File: src/rtl/cpu_muldiv_pkg.sv
// Shared width, counter width and encodings for the iterative multiply/divide unit.
// The datapath width is set here by XLEN; everything else derives from it.
package cpu_muldiv_pkg;

  localparam int unsigned XLEN  = 32;
  localparam int unsigned CNT_W = $clog2(XLEN + 1);

  typedef enum logic [1:0] {
    OpMul  = 2'b00,
    OpMulh = 2'b01,
    OpDiv  = 2'b10,
    OpRem  = 2'b11
  } op_e;

  typedef enum logic [1:0] {
    StIdle = 2'b00,
    StRun  = 2'b01,
    StDone = 2'b10
  } state_e;

endpackage

File: src/rtl/cpu_muldiv_if.sv
// Request/write-back bundle between the register-file read side, the muldiv unit and
// the register-file write port.
interface cpu_muldiv_if;
  import cpu_muldiv_pkg::*;

  logic            start;
  logic [2:0]      op;
  logic [XLEN-1:0] rs1_val;
  logic [XLEN-1:0] rs2_val;
  logic [4:0]      rd_addr;
  logic            busy;
  logic            done;
  logic [XLEN-1:0] result;
  logic [4:0]      wb_addr;
  logic            wb_en;

  modport master (
    output start, op, rs1_val, rs2_val, rd_addr,
    input  busy, done, result, wb_addr, wb_en
  );

  modport slave (
    input  start, op, rs1_val, rs2_val, rd_addr,
    output busy, done, result, wb_addr, wb_en
  );

endinterface

File: src/rtl/cpu_muldiv_div_step.sv
// One combinational restoring-division step: shift in the next dividend bit, trial-subtract
// the divisor, keep the difference when it is non-negative.
module cpu_muldiv_div_step
  import cpu_muldiv_pkg::*;
(
  input  logic [XLEN:0]   rem_i,
  input  logic            bit_i,
  input  logic [XLEN-1:0] divisor_i,
  output logic [XLEN:0]   rem_o,
  output logic            qbit_o
);

  logic [XLEN:0] shifted;
  logic [XLEN:0] diff;
  logic          unused_rem_msb;

  // The incoming partial remainder is always below the divisor, so its MSB is zero.
  assign unused_rem_msb = rem_i[XLEN];

  assign shifted = {rem_i[XLEN-1:0], bit_i};
  assign diff    = shifted - {1'b0, divisor_i};
  assign qbit_o  = ~diff[XLEN];
  assign rem_o   = qbit_o ? diff : shifted;

endmodule

File: src/rtl/cpu_muldiv.sv
// Iterative shift-add multiplier / restoring divider, one step per cycle, XLEN steps per op.
// Define CPU_MULDIV_SIGNED_EN to honour op[2] as the signed MULH/DIV/REM select.
module cpu_muldiv
  import cpu_muldiv_pkg::*;
(
  input logic         clk,
  input logic         rst,
  cpu_muldiv_if.slave bus
);

  state_e            state_q;
  op_e               op_q;
  logic [CNT_W-1:0]  cnt_q;
  logic [XLEN-1:0]   b_q;
  logic [XLEN:0]     hi_q;
  logic [XLEN-1:0]   lo_q;
  logic              busy_q;
  logic              done_q;
  logic              wb_en_q;
  logic [XLEN-1:0]   result_q;
  logic [4:0]        wb_addr_q;

  op_e               acc_op;
  logic              acc_div0;
  logic [XLEN-1:0]   acc_a;
  logic [XLEN-1:0]   acc_b;

  assign acc_op   = op_e'(bus.op[1:0]);
  assign acc_div0 = bus.op[1] && (bus.rs2_val == '0);

`ifdef CPU_MULDIV_SIGNED_EN
  logic acc_sgn;
  logic a_neg;
  logic b_neg;
  logic acc_neg;
  logic neg_q;

  // Low-half MUL is sign-agnostic, so only MULH/DIV/REM go through magnitudes.
  assign acc_sgn = bus.op[2] && (acc_op != OpMul);
  assign a_neg   = acc_sgn && bus.rs1_val[XLEN-1];
  assign b_neg   = acc_sgn && bus.rs2_val[XLEN-1];
  assign acc_a   = a_neg ? -bus.rs1_val : bus.rs1_val;
  assign acc_b   = b_neg ? -bus.rs2_val : bus.rs2_val;
  assign acc_neg = (acc_op == OpRem) ? a_neg : (a_neg ^ b_neg);
`else
  logic unused_op_sign;

  assign unused_op_sign = bus.op[2];
  assign acc_a          = bus.rs1_val;
  assign acc_b          = bus.rs2_val;
`endif

  // Datapath step: hi_q/lo_q hold {acc, multiplier} for MUL and {remainder, dividend} for DIV.
  logic              is_div;
  logic [XLEN:0]     mul_sum;
  logic [XLEN:0]     div_rem;
  logic              div_qbit;
  logic [XLEN:0]     step_hi;
  logic [XLEN-1:0]   step_lo;

  assign is_div  = (op_q == OpDiv) || (op_q == OpRem);
  assign mul_sum = lo_q[0] ? (hi_q + {1'b0, b_q}) : hi_q;

  cpu_muldiv_div_step u_div_step (
    .rem_i     (hi_q),
    .bit_i     (lo_q[XLEN-1]),
    .divisor_i (b_q),
    .rem_o     (div_rem),
    .qbit_o    (div_qbit)
  );

  always_comb begin
    if (is_div) begin
      step_hi = div_rem;
      step_lo = {lo_q[XLEN-2:0], div_qbit};
    end else begin
      step_hi = {1'b0, mul_sum[XLEN:1]};
      step_lo = {mul_sum[0], lo_q[XLEN-1:1]};
    end
  end

  // Result as seen after the final step, so it can be registered on the edge into DONE.
  logic [2*XLEN-1:0] prod;
  logic [XLEN-1:0]   quo;
  logic [XLEN-1:0]   rem;
  logic [XLEN-1:0]   fin_result;

  always_comb begin
    prod = {step_hi[XLEN-1:0], step_lo};
    quo  = step_lo;
    rem  = step_hi[XLEN-1:0];
`ifdef CPU_MULDIV_SIGNED_EN
    if (neg_q) begin
      prod = -prod;
      quo  = -quo;
      rem  = -rem;
    end
`endif
    unique case (op_q)
      OpMul:   fin_result = prod[XLEN-1:0];
      OpMulh:  fin_result = prod[2*XLEN-1:XLEN];
      OpDiv:   fin_result = quo;
      OpRem:   fin_result = rem;
      default: fin_result = '0;
    endcase
  end

  always_ff @(posedge clk) begin
    if (rst) begin
      state_q   <= StIdle;
      op_q      <= OpMul;
      cnt_q     <= '0;
      b_q       <= '0;
      hi_q      <= '0;
      lo_q      <= '0;
      busy_q    <= 1'b0;
      done_q    <= 1'b0;
      wb_en_q   <= 1'b0;
      result_q  <= '0;
      wb_addr_q <= '0;
`ifdef CPU_MULDIV_SIGNED_EN
      neg_q     <= 1'b0;
`endif
    end else begin
      done_q  <= 1'b0;
      wb_en_q <= 1'b0;
      unique case (state_q)
        StIdle: begin
          if (bus.start) begin
            op_q      <= acc_op;
            wb_addr_q <= bus.rd_addr;
            cnt_q     <= '0;
            b_q       <= acc_b;
            hi_q      <= '0;
            lo_q      <= acc_a;
`ifdef CPU_MULDIV_SIGNED_EN
            neg_q     <= acc_neg;
`endif
            if (acc_div0) begin
              // Divide by zero bypasses RUN; REM returns the raw dividend, DIV all-ones.
              state_q  <= StDone;
              done_q   <= 1'b1;
              wb_en_q  <= (bus.rd_addr != 5'd0);
              result_q <= (acc_op == OpRem) ? bus.rs1_val : '1;
            end else begin
              state_q <= StRun;
              busy_q  <= 1'b1;
            end
          end
        end
        StRun: begin
          hi_q  <= step_hi;
          lo_q  <= step_lo;
          cnt_q <= cnt_q + 1'b1;
          if (cnt_q == CNT_W'(XLEN - 1)) begin
            state_q  <= StDone;
            busy_q   <= 1'b0;
            done_q   <= 1'b1;
            wb_en_q  <= (wb_addr_q != 5'd0);
            result_q <= fin_result;
          end
        end
        StDone:  state_q <= StIdle;
        default: state_q <= StIdle;
      endcase
    end
  end

  assign bus.busy    = busy_q;
  assign bus.done    = done_q;
  assign bus.wb_en   = wb_en_q;
  assign bus.result  = result_q;
  assign bus.wb_addr = wb_addr_q;

endmodule

File: src/flat_wrapper.sv
// flat-port wrapper written by rule: the top's interface ports become plain ports
module cpu_muldiv_flat import cpu_muldiv_pkg::*;
  (clk, rst, bus_start, bus_op, bus_rs1_val, bus_rs2_val, bus_rd_addr, bus_busy, bus_done, bus_result, bus_wb_addr, bus_wb_en);
  cpu_muldiv_if bus_i ();
  input logic clk;
  input logic rst;
  input wire logic [$bits(bus_i.start)-1:0] bus_start;
  input wire logic [$bits(bus_i.op)-1:0] bus_op;
  input wire logic [$bits(bus_i.rs1_val)-1:0] bus_rs1_val;
  input wire logic [$bits(bus_i.rs2_val)-1:0] bus_rs2_val;
  input wire logic [$bits(bus_i.rd_addr)-1:0] bus_rd_addr;
  output wire logic [$bits(bus_i.busy)-1:0] bus_busy;
  output wire logic [$bits(bus_i.done)-1:0] bus_done;
  output wire logic [$bits(bus_i.result)-1:0] bus_result;
  output wire logic [$bits(bus_i.wb_addr)-1:0] bus_wb_addr;
  output wire logic [$bits(bus_i.wb_en)-1:0] bus_wb_en;
  assign bus_i.start = bus_start;
  assign bus_i.op = bus_op;
  assign bus_i.rs1_val = bus_rs1_val;
  assign bus_i.rs2_val = bus_rs2_val;
  assign bus_i.rd_addr = bus_rd_addr;
  assign bus_busy = bus_i.busy;
  assign bus_done = bus_i.done;
  assign bus_result = bus_i.result;
  assign bus_wb_addr = bus_i.wb_addr;
  assign bus_wb_en = bus_i.wb_en;
  cpu_muldiv u_core (.clk(clk), .rst(rst), .bus(bus_i));
endmodule
File: config.mk
export PLATFORM = sky130hd
export DESIGN_NAME = cpu_muldiv_flat
export DESIGN_NICKNAME = d
export VERILOG_FILES = /design/src/rtl/cpu_muldiv_pkg.sv /design/src/rtl/cpu_muldiv_if.sv /design/src/rtl/cpu_muldiv_div_step.sv /design/src/rtl/cpu_muldiv.sv /design/src/flat_wrapper.sv
export SDC_FILE = /design/constraint.sdc
export NUM_CORES = 1
export LEC_CHECK = 0
export ABC_AREA = 1
export ABC_CLOCK_PERIOD_IN_PS = 6600
export BUFFER_PORTS_ARGS = -buffer_cell sky130_fd_sc_hd__buf_2
export CAP_MARGIN = 15
export CORE_MARGIN = 3
export CORE_UTILIZATION = 55
export DETAILED_ROUTE_END_ITERATION = 12
export PLACE_DENSITY = 0.78
export SLEW_MARGIN = 20
export SYNTH_ARGS = -nofsm -noshare
export SYNTH_HDL_FRONTEND = slang
export SYNTH_SLANG_ARGS = --single-unit
File: constraint.sdc
create_clock -name clk -period 6.6 [get_ports clk]
set_input_delay 0.66 -clock clk [delete_from_list [all_inputs] [get_ports clk]]
set_output_delay 0.66 -clock clk [all_outputs]
set_load 0.005 [all_outputs]
* Word-level counts from Yosys, hierarchy flattened
Index checks and enable logic that the tools add are counted.
Storage, ports and cells: flip-flop bits (word level) 147, latch bits 0, RAM bits 0, memory bits (read-only) 0, logic and storage cells 72, memories 0
Operators by class: add/sub/neg operators 3, multipliers 0, div/mod/pow operators 0, order comparisons 0, equal/unequal tests 10, shifts and indexed selects 0, mux-type cells 32, bitwise gates (word level) 1, reductions and logical operators 15
Operators with widths (number):
- 32-bit two-way mux | 6
- 32-bit case mux with 2 select lines | 3
- 33-bit two-way mux | 4
- 33-bit case mux with 2 select lines | 1
- 33-bit by 32-bit adder with 33-bit output | 1
- 33-bit by 32-bit subtractor with 33-bit output | 1
- 32-bit zero test | 1
- 6-bit case mux with 2 select lines | 1
- 5-bit nonzero test | 2
- 1-bit two-way mux | 9
- 4-bit AND reduction | 2
- 6-bit by 1-bit adder with 6-bit output (second input constant) | 1
- 2-bit equality test (second input constant) | 3
- 6-bit by 5-bit equality test with 1-bit output (second input constant) | 1
- 2-bit two-way mux | 3
- 6-bit two-way mux | 1
- 1-bit case mux with 2 select lines | 3
- 2-bit AND reduction | 3
- 2-bit by 1-bit equality test with 1-bit output (second input constant) | 2
- 2-bit zero test | 2
- 2-bit by 1-bit != test with 1-bit output (second input constant) | 2
- 2-bit != test (second input constant) | 2
- 2-bit case mux with 2 select lines | 1
- 2-bit OR reduction | 2
- other kinds (4) | 4

* Depth between registers and ports, before layout
Gate-level depths: netlist of run 1.
word-level depth 6, mapped depth 23, depth with buffers taken out 23

* By module
From an unflattened synthesis of run 1, not the netlist that was laid out.
Second synthesis, totals: cell total of the unflattened synthesis 2310, area, all modules 12891.1 um^2
Modules (own cells, without submodules):
- cpu_muldiv | instances 1, cells an instance 1697, area an instance 9985.8 um^2, seq. area each 2942.8 um^2
- cpu_muldiv_div_step | instances 1, cells an instance 613, area an instance 2905.3 um^2, seq. area each 0.0 um^2

* Worst setup path before layout of run 1
OpenSTA, ideal clock, no wires.
kind flip-flop to flip-flop, start reg u_core.lo_q[31], end reg u_core.result_q[8] (netlist: u_core.bus.result[8]), setup time 0.119 ns, arrival time 2.988 ns, slack 3.492 ns, cell stages (with the launch flop) 23, clock period less this slack 3.108 ns, cell sequence dfxtp_1 -> inv_1 -> ha_1 -> inv_1 -> fa_1 -> nand3_1 -> nand3_2 -> nand2_1 -> nand2_1 -> nand2_1 -> nand2_2 -> nand2_1 -> nand2_1 -> a21oi_1 -> o21bai_1 -> ha_1 -> clkbuf_1 -> buf_1 -> nand2_1 -> o211ai_1 -> nand2_1 -> o21bai_1 -> a21oi_1
On the way: cells in the longest elaborated chain, start to end 6
RTL lines:
- from (decl) | line cpu_muldiv.sv:16 | logic [XLEN-1:0] lo_q;
- from (signal assigned) | line cpu_muldiv.sv:153 | lo_q <= step_lo;
- 33-bit by 32-bit subtractor with 33-bit output | line cpu_muldiv_div_step.sv:21 | assign diff = shifted - {1'b0, divisor_i};
- 33-bit two-way mux | line cpu_muldiv_div_step.sv:23 | assign rem_o = qbit_o ? diff : shifted;
- 33-bit two-way mux | line cpu_muldiv.sv:73 | if (is_div) begin
- 32-bit case mux with 2 select lines | line cpu_muldiv.sv:99 | unique case (op_q)
- 32-bit two-way mux | line cpu_muldiv.sv:155 | if (cnt_q == CNT_W'(XLEN - 1)) begin
- 32-bit case mux with 2 select lines | line cpu_muldiv.sv:127 | unique case (state_q)
- to (signal assigned) | line cpu_muldiv.sv:144 | result_q <= (acc_op == OpRem) ? bus.rs1_val : '1;
- to (signal assigned) | line cpu_muldiv.sv:160 | result_q <= fin_result;
- to (decl) | line cpu_muldiv.sv:20 | logic [XLEN-1:0] result_q;
No other way between the ends. The select of a mux whose other input is x is not followed. A chain may end at the register's enable or synchronous reset.

* Worst setup path after layout of run 1
start reg u_core.lo_q[31], end reg u_core.result_q[14] (netlist: u_core.bus.result[14])
Same word-level chain as after synthesis.

==> results of run 1 <==
-- worst register-to-register path, stage by stage (launching register included) --
cell and delay (ns):
sky130_fd_sc_hd__dfxtp_1 0.30, sky130_fd_sc_hd__inv_1 0.17, sky130_fd_sc_hd__ha_1 0.18, sky130_fd_sc_hd__inv_1 0.07
sky130_fd_sc_hd__fa_1 0.44, sky130_fd_sc_hd__nand3_1 0.11, sky130_fd_sc_hd__nand3_2 0.11, sky130_fd_sc_hd__nand2_1 0.08
sky130_fd_sc_hd__nand2_1 0.08, sky130_fd_sc_hd__nand2_1 0.08, sky130_fd_sc_hd__nand2_2 0.09, sky130_fd_sc_hd__nand2_1 0.11
sky130_fd_sc_hd__nand2_1 0.08, sky130_fd_sc_hd__a21oi_1 0.14, sky130_fd_sc_hd__o21bai_1 0.08, sky130_fd_sc_hd__ha_1 0.27
sky130_fd_sc_hd__buf_4 0.34, sky130_fd_sc_hd__clkinv_1 0.57, sky130_fd_sc_hd__buf_4 0.42, sky130_fd_sc_hd__a21oi_1 0.17
sky130_fd_sc_hd__o21ai_0 0.14, sky130_fd_sc_hd__nand3_1 0.21, sky130_fd_sc_hd__nand2_1 0.10, sky130_fd_sc_hd__a21oi_1 0.16
-- registers in the layout, indices dropped and copies added (netlist names) --
name                count
u_core.bus.done         1
u_core.bus.wb_addr      5
u_core.state_q          2
u_core.bus.result      32
u_core.bus.busy         1
u_core.bus.wb_en        1
u_core.op_q             2
u_core.lo_q            32
u_core.b_q             32
u_core.cnt_q            6
u_core.hi_q            33
-- logic make-up after synthesis --
| logic type | synth area share [%] |
|---|---|
| AO/OA/AOI/OAI | 19.41 |
| flip-flops | 22.93 |
| AND/OR/NAND/NOR | 33.02 |
| buffers and inverters | 16.38 |
| XOR/XNOR | 1.502 |
| adder cells (fa/ha/maj) | 6.747 |
-- cell type report --
type                            count  area (sq um)
Sequential cell                   147          2944
Tap cell                          313         391.6
Clock buffer                       18         439.2
Clock inverter                     14         156.4
Inverter                          454          1704
Multi-Input combinational cell   1571          7802
Fill cell                        2243          8692
Timing Repair Buffer              124         648.1
-- power by group through the flow --
stage	Clock (uW)	Combinational (uW)	Sequential [uW]
finish	1010	1020	998
global route	1060	1140	1000
CTS	1020	999	996
detailed placement	0	991	1020
global placement	0	975	1010
floorplan	0	751	993
-- metal layers --
metal / up-vias / wire (um) / track usage (%)
met5: - / 0 / 0
met1: 6464 / 18760 / 45.57
met2: 631 / 17760 / 49.39
met3: 61 / 3475 / 4.200
li1: 7189 / - / -
met4: 0 / 889 / 9.710
-- worst min-delay path by stage --
| stage | slack [ns] | to | cells after the start |
|---|---|---|---|
| floorplan | 0.45 | u_core.b_q[31] | 2 |
| global placement | 0.45 | u_core.bus.busy | 2 |
| detailed placement | 0.46 | u_core.bus.busy | 2 |
| global route | 0.47 | u_core.b_q[25] | 3 |
| finish | 0.46 | u_core.bus.wb_addr[0] | 3 |
| CTS | 0.45 | u_core.bus.wb_addr[0] | 3 |
-- metrics by stage --
| stage | worst slack (ns) | std cells | cell area, sq um | util (%) | hold WS, ns |
|---|---|---|---|---|---|
| 2_1_floorplan | 3.492 | 2262 | 12830 | - | 0.4511 |
| 3_3_place_gp | 2.234 | 2609 | 13490 | 59.23 | 0.4539 |
| 3_5_place_dp | 2.120 | 2609 | 13490 | 59.23 | 0.4574 |
| 4_1_cts | 2.102 | 2641 | 14090 | 61.84 | 0.4474 |
| 5_1_grt | 1.680 | 2641 | 14090 | 61.84 | 0.4721 |
| 6_report | 2.016 | 2641 | 14090 | 61.84 | 0.4571 |
-- cell usage in the layout (no fill, tap or decap), drive strengths merged --
cell type,count
nand2,735
inv,462
a21oi,240
o21ai,164
dfxtp,147
nor2,131
buf,124
nand3,109
ha,66
o221ai,28
clkbuf,18
nor3,17
xor2,13
o211ai,12
nand4,10
xnor2,9
nor4,7
o21bai,6
clkinv,5
and2,4
nand3b,4
and3,3
a211oi,2
o31ai,2
fa,2
nor3b,1
a21o,1
a21boi,1
a22oi,1
a2bb2oi,1
a221oi,1
or4,1
clkinvlp,1
==> metrics.txt, run 1 <==
die area=25200 sq um; Worst Setup EP=u_core.bus.result[14]; largest stage delay on the critical path=0.55 ns; Leakage Power=0.007607 uW; proportion of netlist area held by the largest area contributor=22.93%; mean instance size in the synthesized netlist=5.673 sq um; site row count=55; Worst VDD drop=0.1918 mV; setup clock skew after layout=0.01960 ns; type of element capturing the critical path=register; Seq pwr share=32.9%; flip-flop and latch count after synthesis=147; max_slew headroom=25.02%; cell type contributing the most total cell area after synthesis=sky130_fd_sc_hd__dfxtp_1; total power of the final layout=3030 uW; switching power as a share of total power=41.38%; Cell variety after synth=45; root buffer cell=sky130_fd_sc_hd__clkbuf_16; Tightest Hold Check Type=in2reg; total of max-cap violations=0; via density per instance=5.432; post-cts sizing count=0; dominant delay contributor by cell family on the critical path=buffers and inverters; endpoint required time on the critical path=6.96 ns; clock tree from TritonCTS=done; clock transition at the registers of the reported paths=0.08 ns; initial cell density of the core=56.34%; final-report setup violation count=0; setup fix buffers added after clock tree synthesis=0; drt first-iter violations=1194; Worst Path Buf+Inv=5; most used cell along the critical path=sky130_fd_sc_hd__nand2_1; DR DRC count=0; post-synthesis to final-layout area growth=9.770%; final RePlAce weighted congestion=0.9738; internal power contribution=1776 uW; 1st-pass router iterations=5; source-to-sink clock delay at the later pin of the worst-skew pair=0.45 ns; most common cell in the synthesized netlist=sky130_fd_sc_hd__nand2_1; Post-synth EDFFs=0; Critical Path Source Type=register; shortest clock period the worst path allows after layout=4.584 ns; Synth async-reset ratio=0%; Net Sw Power=1254 uW; ratio of cells with drive above 1 in the final layout=9.364%; Worst Max-Slew Pin Slew=1.123 ns; wire length of the first global-routing pass=65.81 mm; sequential-to-total area share from yosys stat=22.93%; Antenna Diode Count=0; source of the worst register-to-register timing path=u_core.lo_q[31]; depth of the worst register-to-register path=23; CTS buffer count=17; post-detailed-route count of antenna-violating nets=0; Net count, final=2458; number of port buffers=113; core area=22780 sq um; total via count in the routed design=14.35k; critical path's slowest cell=sky130_fd_sc_hd__clkinv_1; count of final max-slew check failures=0; number of H-tree branching levels=4; Hold Buf Count CTS=0; CP cell instances=inv_1 -> ha_1 -> inv_1 -> fa_1 -> nand3_1 -> nand3_2 -> nand2_1 -> nand2_1 -> nand2_1 -> nand2_2 -> nand2_1 -> nand2_1 -> a21oi_1 -> o21bai_1 -> ha_1 -> buf_4 -> clkinv_1 -> buf_4 -> a21oi_1 -> o21ai_0 -> nand3_1 -> nand2_1 -> a21oi_1; endpoint of the worst-slack reg-to-reg timing path=u_core.bus.result[14]; Hold Startpoint=bus_rd_addr[0]; CP arrival=4.95 ns; overall routing resource usage=31.69%; setup slack on the worst flop-to-flop path=2.02 ns; Crit Path Max Fanout=30; cell count after synthesis=2262; RSZ-0062 raised after global routing=false; vias in the first global route=13.10k; global-route congestion overflow total=0; upper clock frequency limit=218.1 MHz; number of warnings reported in the yosys synthesis log=0; clock sink count=147; detail-routed net length per standard cell=15.48 um; height of the die=158.7 um; maximum number of buffers from clock root to sink=2; Total Negative Setup Slacks=0 ns; Top FF cell, synth=sky130_fd_sc_hd__dfxtp_1; number of placed I/O pins=115; initial antenna violation count=0; dominant cells by area after synthesis=sky130_fd_sc_hd__dfxtp_1 (23%), sky130_fd_sc_hd__nand2_1 (21%), sky130_fd_sc_hd__inv_1 (13%); Worst Setup SP=u_core.lo_q[31]; combinational cell fraction of total power=33.6%; Synthesized Nets=2405; total wire length=40.88 mm; power share of the clock group=33.4%; Setup Crit Path Kind=reg2reg; ratio of final minimum period to clock period=69.46%; cell area power density=215.1 nW/um^2; number of hold violations in the final report=0; total half-perimeter wirelength after legalization and detailed placement=30.12 mm; largest net degree at the start of global routing=107; total standard cell area after synthesis=12830 sq um; Synth top cells by count=sky130_fd_sc_hd__nand2_1 (709), sky130_fd_sc_hd__inv_1 (447), sky130_fd_sc_hd__a21oi_1 (235); run status=finished clean; die width=158.7 um; cell depth of the worst setup path=23
Power figures use the tool's default switching activity.
==> run 2, diff against run 1 <==
- ABC_CLOCK_PERIOD_IN_PS: 6600 -> 3700
- PLACE_DENSITY: 0.78 -> 0.81
- clock period: 6.6 -> 3.7 ns (I/O delays scaled with it)
==> metrics.txt, run 2 (synthesized netlist as in run 1, its figures left out) <==
critical path's slowest cell=sky130_fd_sc_hd__fa_2 (was sky130_fd_sc_hd__clkinv_1); shortest clock period the worst path allows after layout=3.444 ns (was 4.584 ns); maximum number of buffers from clock root to sink=2 (unchanged); ratio of cells with drive above 1 in the final layout=10.32% (was 9.364%); Tightest Hold Check Type=in2reg (unchanged); number of placed I/O pins=115 (unchanged); clock transition at the registers of the reported paths=0.08 ns (about the same); final-report setup violation count=0 (unchanged); run status=finished clean (unchanged); upper clock frequency limit=290.3 MHz (was 218.1 MHz); ratio of final minimum period to clock period=93.09% (was 69.46%); endpoint required time on the critical path=4.07 ns (was 6.96 ns); post-synthesis to final-layout area growth=11.66% (was 9.770%); number of H-tree branching levels=4 (unchanged); height of the die=158.7 um (unchanged); DR DRC count=0 (unchanged); clock sink count=147 (unchanged); Antenna Diode Count=0 (unchanged); initial antenna violation count=1 (was 0); die area=25200 sq um (unchanged); most used cell along the critical path=sky130_fd_sc_hd__nand2_1 (unchanged); max reg flops=33 (unchanged); via density per instance=5.433 (was 5.432); setup clock skew after layout=0.01383 ns (was 0.01960 ns); Critical Path Source Type=register (unchanged); final RePlAce weighted congestion=0.9541 (was 0.9738); detail-routed net length per standard cell=15.80 um (was 15.48 um); total power of the final layout=5477 uW (was 3030 uW); switching power as a share of total power=41.17% (was 41.38%); type of element capturing the critical path=register (unchanged); drt first-iter violations=1421 (was 1194); Setup Crit Path Kind=reg2reg (unchanged); Net Sw Power=2255 uW (was 1254 uW); finished layout cell area=14330 sq um (was 14090 sq um); internal power contribution=3222 uW (was 1776 uW); post-detailed-route count of antenna-violating nets=0 (unchanged); leading cell type in the layout, fill and taps excluded=sky130_fd_sc_hd__nand2_1 (unchanged); root buffer cell=sky130_fd_sc_hd__clkbuf_16 (unchanged); total half-perimeter wirelength after legalization and detailed placement=30.92 mm (was 30.12 mm); count of final max-slew check failures=0 (unchanged); number of port buffers=113 (unchanged); RSZ-0062 raised after global routing=false (unchanged); PnR worst setup slack=0.2556 ns (was 2.016 ns); initial cell density of the core=56.34% (unchanged); CP cell instances=inv_1 -> ha_1 -> inv_1 -> fa_2 -> nand3_1 -> nand3_2 -> nand2_1 -> nand2_1 -> nand2_1 -> nand2_2 -> nand2_1 -> nand2_1 -> a21oi_2 -> o21bai_1 -> ha_2 -> clkinvlp_4 -> buf_12 -> clkbuf_16 -> o21ai_1 -> nand2_1 -> nand2_1 -> o211ai_1 -> a21oi_1 (was inv_1 -> ha_1 -> inv_1 -> fa_1 -> nand3_1 -> nand3_2 -> nand2_1 -> nand2_1 -> nand2_1 -> nand2_2 -> nand2_1 -> nand2_1 -> a21oi_1 -> o21bai_1 -> ha_1 -> buf_4 -> clkinv_1 -> buf_4 -> a21oi_1 -> o21ai_0 -> nand3_1 -> nand2_1 -> a21oi_1); cell area power density=382.2 nW/um^2 (was 215.1 nW/um^2); total via count in the routed design=14.44k (was 14.35k); Total Negative Setup Slacks=0 ns (unchanged); Hold Buf Count CTS=0 (unchanged); Crit Path Max Fanout=9 (was 30); placement-stage worst setup slack=0.2500 ns (was 2.120 ns); overall routing resource usage=32.33% (was 31.69%); max_slew headroom=26.99% (was 25.02%); source-to-sink clock delay at the later pin of the worst-skew pair=0.44 ns (was 0.45 ns); vias in the first global route=13.28k (was 13.10k); wire length of the first global-routing pass=67.29 mm (was 65.81 mm); site row count=55 (unchanged); number of hold violations in the final report=0 (unchanged); largest stage delay on the critical path=0.38 ns (was 0.55 ns); Leakage Power=0.007714 uW (was 0.007607 uW); most frequent cells in the layout=sky130_fd_sc_hd__nand2_1 (709), sky130_fd_sc_hd__inv_1 (445), sky130_fd_sc_hd__a21oi_1 (234) (was sky130_fd_sc_hd__nand2_1 (709), sky130_fd_sc_hd__inv_1 (445), sky130_fd_sc_hd__a21oi_1 (235)); smallest hold slack=0.1746 ns (was 0.4571 ns); post-placement cell area=13580 sq um (was 13490 sq um); 1st-pass router iterations=6 (was 5); combinational cell fraction of total power=35.5% (was 33.6%); Seq pwr share=32.5% (was 32.9%); Net count, final=2474 (was 2458); global-route congestion overflow total=0 (unchanged); core area=22780 sq um (unchanged); total of max-cap violations=0 (unchanged); clock tree from TritonCTS=done (unchanged); total wire length=41.99 mm (was 40.88 mm); power share of the clock group=32.0% (was 33.4%); register name with the most flops=u_core.hi_q (unchanged); CTS buffer count=17 (unchanged); Worst Max-Slew Pin Slew=1.094 ns (was 1.123 ns); Worst VDD drop=0.2523 mV (was 0.1918 mV); die width=158.7 um (unchanged); CP arrival=3.82 ns (was 4.95 ns); largest net degree at the start of global routing=105 (was 107)
==> run 2: cell count changes in the layout (fill, tap and decap cells not counted), moves of 2 or more <==
| cell | before | now |
|---|---|---|
| sky130_fd_sc_hd__clkinv_4 | 0 | 3 |
| sky130_fd_sc_hd__clkbuf_16 | 17 | 20 |
| sky130_fd_sc_hd__o21ai_0 | 151 | 145 |
| sky130_fd_sc_hd__nand3_1 | 103 | 99 |
| sky130_fd_sc_hd__clkinvlp_4 | 1 | 3 |
| sky130_fd_sc_hd__clkinv_8 | 3 | 1 |
| sky130_fd_sc_hd__o21ai_1 | 13 | 19 |
| sky130_fd_sc_hd__nand3_2 | 6 | 10 |
| sky130_fd_sc_hd__buf_12 | 0 | 4 |
| sky130_fd_sc_hd__buf_6 | 0 | 2 |
| sky130_fd_sc_hd__buf_4 | 11 | 18 |
==> run 2: path summary, 6_finish.rpt <==
kind | endpoint | cells past startpoint | startpoint | slack (ns)
min reg2reg | u_core.bus.wb_addr[2] | 2 | u_core.bus.wb_addr[2] | 0.47
max reg2reg | u_core.bus.result[7] | 23 | u_core.lo_q[31] | 0.26
max | u_core.bus.result[7] | 23 | u_core.lo_q[31] | 0.26
min | u_core.bus.wb_addr[0] | 3 | bus_rd_addr[0] | 0.17
==> run 2: through the flow <==
stage                     util [%]  std cells
after CTS                    62.11       2648
final                        62.91       2657
after detailed placement     59.62       2616
after global placement       59.62       2616
after global routing         62.91       2657
after floorplan                  -       2262
==> run 2: routing by layer <==
layer	vias to the layer above	global-route usage [%]	share of wire, %
met5	-	0	0.036
met4	2	11.46	2.9
met3	99	5.792	9.9
met2	680	49.88	43
met1	6434	45.38	44
li1	7221	-	-
==> run 2: area by class of cell <==
| class | instances | area [sq um] |
|---|---|---|
| clock buffer | 18 | 429.2 |
| clock inverter | 14 | 137.6 |
| fill | 2222 | 8449 |
| inverter | 454 | 1708 |
| multi-input combinational | 1571 | 7840 |
| sequential | 147 | 2944 |
| tap | 313 | 391.6 |
| timing repair buffer | 140 | 878.3 |
==> run 2: timing repair <==
| action | CTS | global route |
|---|---|---|
| buffers inserted | 0 | 4 |
| endpoints found under the setup margin | 0 | 23 |
| gates resized for setup | 0 | 16 |
==> run 2: power groups by stage <==
stage,clock network (uW),registers [uW],logic [uW]
floorplan,0,1770,1340
global placement,0,1810,1780
detailed placement,0,1810,1800
CTS,1760,1770,1810
global route,1830,1790,2170
finish,1750,1780,1950
==> run 2: worst max-delay path, delay by kind of cell, from the launching register on <==
kind | cells | cell delay (ns)
buffers and inverters | 5 | 0.55
AOI/OAI and AO/OA | 5 | 0.72
DFF | 1 | 0.30
and+or+nand+nor | 10 | 0.91
adders and majority gates | 3 | 0.88
==> run 3, diff against run 2 <==
- ABC_AREA: 1 -> 0
==> metrics.txt, run 3 <==
Hold Startpoint=bus_rd_addr[0] (unchanged); ratio of cells with drive above 1 in the final layout=25.36% (was 10.32%); register name with the most flops=u_core.hi_q (unchanged); placement-stage worst setup slack=-0.4413 ns (was 0.2500 ns); max reg flops=33 (unchanged); Setup Crit Path Kind=reg2reg (unchanged); Crit Path Max Fanout=8 (was 9); violations in the final reports=setup timing; Worst VDD drop=0.3922 mV (was 0.2523 mV); largest net degree at the start of global routing=79 (was 105); number of placed I/O pins=115 (unchanged); via density per instance=6.518 (was 5.433); die width=147.8 um (was 158.7 um); setup slack on the worst flop-to-flop path=-0.32 ns (was 0.26 ns); Hold Path Depth=3 (unchanged); wire length of the first global-routing pass=62.08 mm (was 67.29 mm); shortest clock period the worst path allows after layout=4.017 ns (was 3.444 ns); total standard cell area after synthesis=11060 sq um (was 12830 sq um); run status=finished with violations (was finished clean); DR DRC count=0 (unchanged); 1st-pass router iterations=6 (unchanged); total wire length=40.37 mm (was 41.99 mm); proportion of netlist area held by the largest area contributor=26.61% (was 22.93%); area of the multi-input gates=7955 sq um (was 7840 sq um); Synth async-reset ratio=0% (unchanged); final RePlAce weighted congestion=1.012 (was 0.9541); sequential-to-total area share from yosys stat=26.61% (was 22.93%); most frequent cells in the layout=sky130_fd_sc_hd__nand2_1 (184), sky130_fd_sc_hd__dfxtp_1 (144), sky130_fd_sc_hd__buf_4 (142) (was sky130_fd_sc_hd__nand2_1 (709), sky130_fd_sc_hd__inv_1 (445), sky130_fd_sc_hd__a21oi_1 (234)); final-report setup violation count=59 (was 0); detail-routed net length per standard cell=20.89 um (was 15.80 um); Antenna Diode Count=0 (unchanged); Worst Max-Slew Pin Slew=0.9695 ns (was 1.094 ns); setup clock skew after layout=0.01494 ns (was 0.01383 ns); source of the worst register-to-register timing path=u_core.lo_q[31] (unchanged); flip-flop and latch count after synthesis=147 (unchanged); count of final max-slew check failures=0 (unchanged); most common cell in the synthesized netlist=sky130_fd_sc_hd__nand2_1 (unchanged); number of warnings reported in the yosys synthesis log=0 (unchanged); site row count=51 (was 55); ratio of final minimum period to clock period=108.6% (was 93.09%); finished layout cell area=13860 sq um (was 14330 sq um); Synth top cells by count=sky130_fd_sc_hd__nand2_1 (188), sky130_fd_sc_hd__a21oi_1 (167), sky130_fd_sc_hd__dfxtp_1 (147), sky130_fd_sc_hd__nor2_1 (147), sky130_fd_sc_hd__o21ai_0 (81) (was sky130_fd_sc_hd__nand2_1 (709), sky130_fd_sc_hd__inv_1 (447), sky130_fd_sc_hd__a21oi_1 (235)); PnR worst setup slack=-0.3169 ns (was 0.2556 ns); CTS buffer count=17 (unchanged); die area=21840 sq um (was 25200 sq um); source-to-sink clock delay at the later pin of the worst-skew pair=0.45 ns (was 0.44 ns); cell type contributing the most total cell area after synthesis=sky130_fd_sc_hd__dfxtp_1 (unchanged); clock transition at the registers of the reported paths=0.07 ns (was 0.08 ns); clock sink count=147 (unchanged); Leakage Power=0.005935 uW (was 0.007714 uW); depth of the worst register-to-register path=21 (was 23); max_slew headroom=35.19% (was 26.99%); drt first-iter violations=1501 (was 1421); leading cell type in the layout, fill and taps excluded=sky130_fd_sc_hd__nand2_1 (unchanged); Tightest Hold Check Type=in2reg (unchanged); post-synthesis to final-layout area growth=25.32% (was 11.66%); total of max-cap violations=0 (unchanged); number of H-tree branching levels=4 (unchanged); root buffer cell=sky130_fd_sc_hd__clkbuf_16 (unchanged); Top FF cell, synth=sky130_fd_sc_hd__dfxtp_1 (unchanged); initial cell density of the core=56.45% (was 56.34%); RSZ-0062 raised after global routing=true (was false); maximum number of buffers from clock root to sink=2 (unchanged); dominant cells by area after synthesis=sky130_fd_sc_hd__dfxtp_1 (27%), sky130_fd_sc_hd__a21oi_1 (7.6%), sky130_fd_sc_hd__ha_1 (7.5%) (was sky130_fd_sc_hd__dfxtp_1 (23%), sky130_fd_sc_hd__nand2_1 (21%), sky130_fd_sc_hd__inv_1 (13%)); total half-perimeter wirelength after legalization and detailed placement=27.93 mm (was 30.92 mm); post-placement cell area=12640 sq um (was 13580 sq um); vias in the first global route=11.81k (was 13.28k); filler cell count=1566 (was 2222); Post-synth EDFFs=0 (unchanged); total via count in the routed design=12.60k (was 14.44k); cell count after placement=1883 (was 2616); initial antenna violation count=0 (was 1); Critical Path Source Type=register (unchanged); cell count after synthesis=1465 (was 2262); global-route congestion overflow total=0 (unchanged); CP arrival=4.32 ns (was 3.82 ns); mean instance size in the synthesized netlist=7.549 sq um (was 5.673 sq um); cell area power density=378.7 nW/um^2 (was 382.2 nW/um^2); Hold Path Sink=u_core.bus.wb_addr[0] (unchanged); post-detailed-route count of antenna-violating nets=0 (unchanged); endpoint required time on the critical path=4.01 ns (was 4.07 ns); Cell variety after synth=88 (was 45); overall routing resource usage=35.24% (was 32.33%); Post-Layout Cell Count=1933 (was 2657); Synthesized Nets=1608 (was 2405); height of the die=147.8 um (was 158.7 um); endpoint of the worst-slack reg-to-reg timing path=u_core.bus.result[12] (was u_core.bus.result[7]); Net count, final=1798 (was 2474); upper clock frequency limit=248.9 MHz (was 290.3 MHz); number of hold violations in the final report=0 (unchanged); core area=19590 sq um (was 22780 sq um); type of element capturing the critical path=register (unchanged); sequential cell area=2949 sq um (was 2944 sq um); number of port buffers=113 (unchanged); clock tree from TritonCTS=done (unchanged)
[run 3: cell count changes after synthesis, sizes merged, moves of 17 or more]
cell    before  now
a21o         1   42
a211oi       2   23
a221oi       1   31
a31oi        0   23
o221ai      28   11
nand3      109   28
inv        452   49
nor2b        0   22
a21oi      240  168
o21ai      164   84
mux2i        0   50
nand2      735  188
xnor2        9   28
[run 3: worst max-delay path by stage]
stage / start / endpoint / slack (ns) / cells past startpoint
after floorplan: u_core.lo_q[31] / u_core.bus.result[31] / 0.003 / 19
after global placement: u_core.lo_q[31] / u_core.bus.result[29] / -0.24 / 21
after detailed placement: u_core.lo_q[31] / u_core.bus.result[29] / -0.44 / 21
after CTS: u_core.lo_q[31] / u_core.bus.result[5] / -0.33 / 20
after global routing: u_core.lo_q[31] / u_core.bus.result[1] / -0.58 / 21
final: u_core.lo_q[31] / u_core.bus.result[12] / -0.32 / 21
[run 3: cell families after synthesis]
kind of cell | Yosys count | share of synthesized area, %
adder cells (fa/ha/maj) | 68 | 7.829
multiplexers | 59 | 5.442
flip-flops | 147 | 26.61
AO/OA/AOI/OAI | 502 | 30.72
AND/OR/NAND/NOR | 493 | 20.15
buffers and inverters | 147 | 5.374
XOR/XNOR | 49 | 3.881
[run 3: layout make-up]
| class | count | area share (%) |
|---|---|---|
| Multi-Input combinational cell | 1171 | 57.40 |
| Sequential cell | 147 | 21.28 |
| Timing Repair Buffer | 267 | 13.16 |
| Clock buffer | 17 | 3.069 |
| Tap cell | 265 | 2.392 |
| Inverter | 51 | 1.381 |
| Clock inverter | 15 | 1.318 |
[run 3: timing repair]
item	in CTS	in global routing
setup endpoints to repair	59	65
gates resized for setup	76	40
pin swaps	50	40
setup buffers	12	10
cloned	2	0
hold buffers	0	0
[run 3: metal layers]
metal | up-vias | part of all wire [%] | GRT usage, %
li1 | 5755 | - | -
met1 | 5891 | 39 | 44.74
met2 | 773 | 46 | 57.79
met3 | 180 | 8.6 | 5.579
met4 | 0 | 5.9 | 18.55
met5 | - | 0 | 0
[run 3: critical path, stage by stage (launching register included)]
cell                       delay [ns]
sky130_fd_sc_hd__dfxtp_2         0.33
sky130_fd_sc_hd__inv_2           0.06
sky130_fd_sc_hd__ha_4            0.14
sky130_fd_sc_hd__inv_2           0.04
sky130_fd_sc_hd__fa_2            0.34
sky130_fd_sc_hd__a211oi_2        0.22
sky130_fd_sc_hd__o211ai_1        0.18
sky130_fd_sc_hd__a22oi_2         0.25
sky130_fd_sc_hd__o211ai_1        0.19
sky130_fd_sc_hd__a41oi_2         0.22
sky130_fd_sc_hd__nor2b_2         0.07
sky130_fd_sc_hd__o21a_1          0.16
sky130_fd_sc_hd__o211ai_1        0.16
sky130_fd_sc_hd__nand2_1         0.11
sky130_fd_sc_hd__ha_4            0.38
sky130_fd_sc_hd__buf_12          0.15
sky130_fd_sc_hd__buf_12          0.10
sky130_fd_sc_hd__buf_8           0.10
sky130_fd_sc_hd__mux2i_4         0.22
sky130_fd_sc_hd__a21oi_2         0.10
sky130_fd_sc_hd__o211ai_1        0.24
sky130_fd_sc_hd__a21oi_1         0.10
[run 3: power breakdown]
| part | total (uW) | switching, uW | internal, uW |
|---|---|---|---|
| registers | 1710 | 64.8 | 1650 |
| clock network | 1820 | 904 | 921 |
| logic | 1710 | 978 | 734 |
[run 3: metrics by stage]
step / total power [uW] / utilization, % / TNS [ns] / hold WS [ns]
global placement: 3123 / 64.53 / -3.993 / 0.4420
CTS: 5141 / 69.87 / -13.09 / 0.1610
global route: 5416 / 70.75 / -25.43 / 0.1720
detailed placement: 3145 / 64.53 / -10.74 / 0.4475
floorplan: 2655 / - / 0 / 0.4483
finish: 5249 / 70.75 / -9.541 / 0.1592
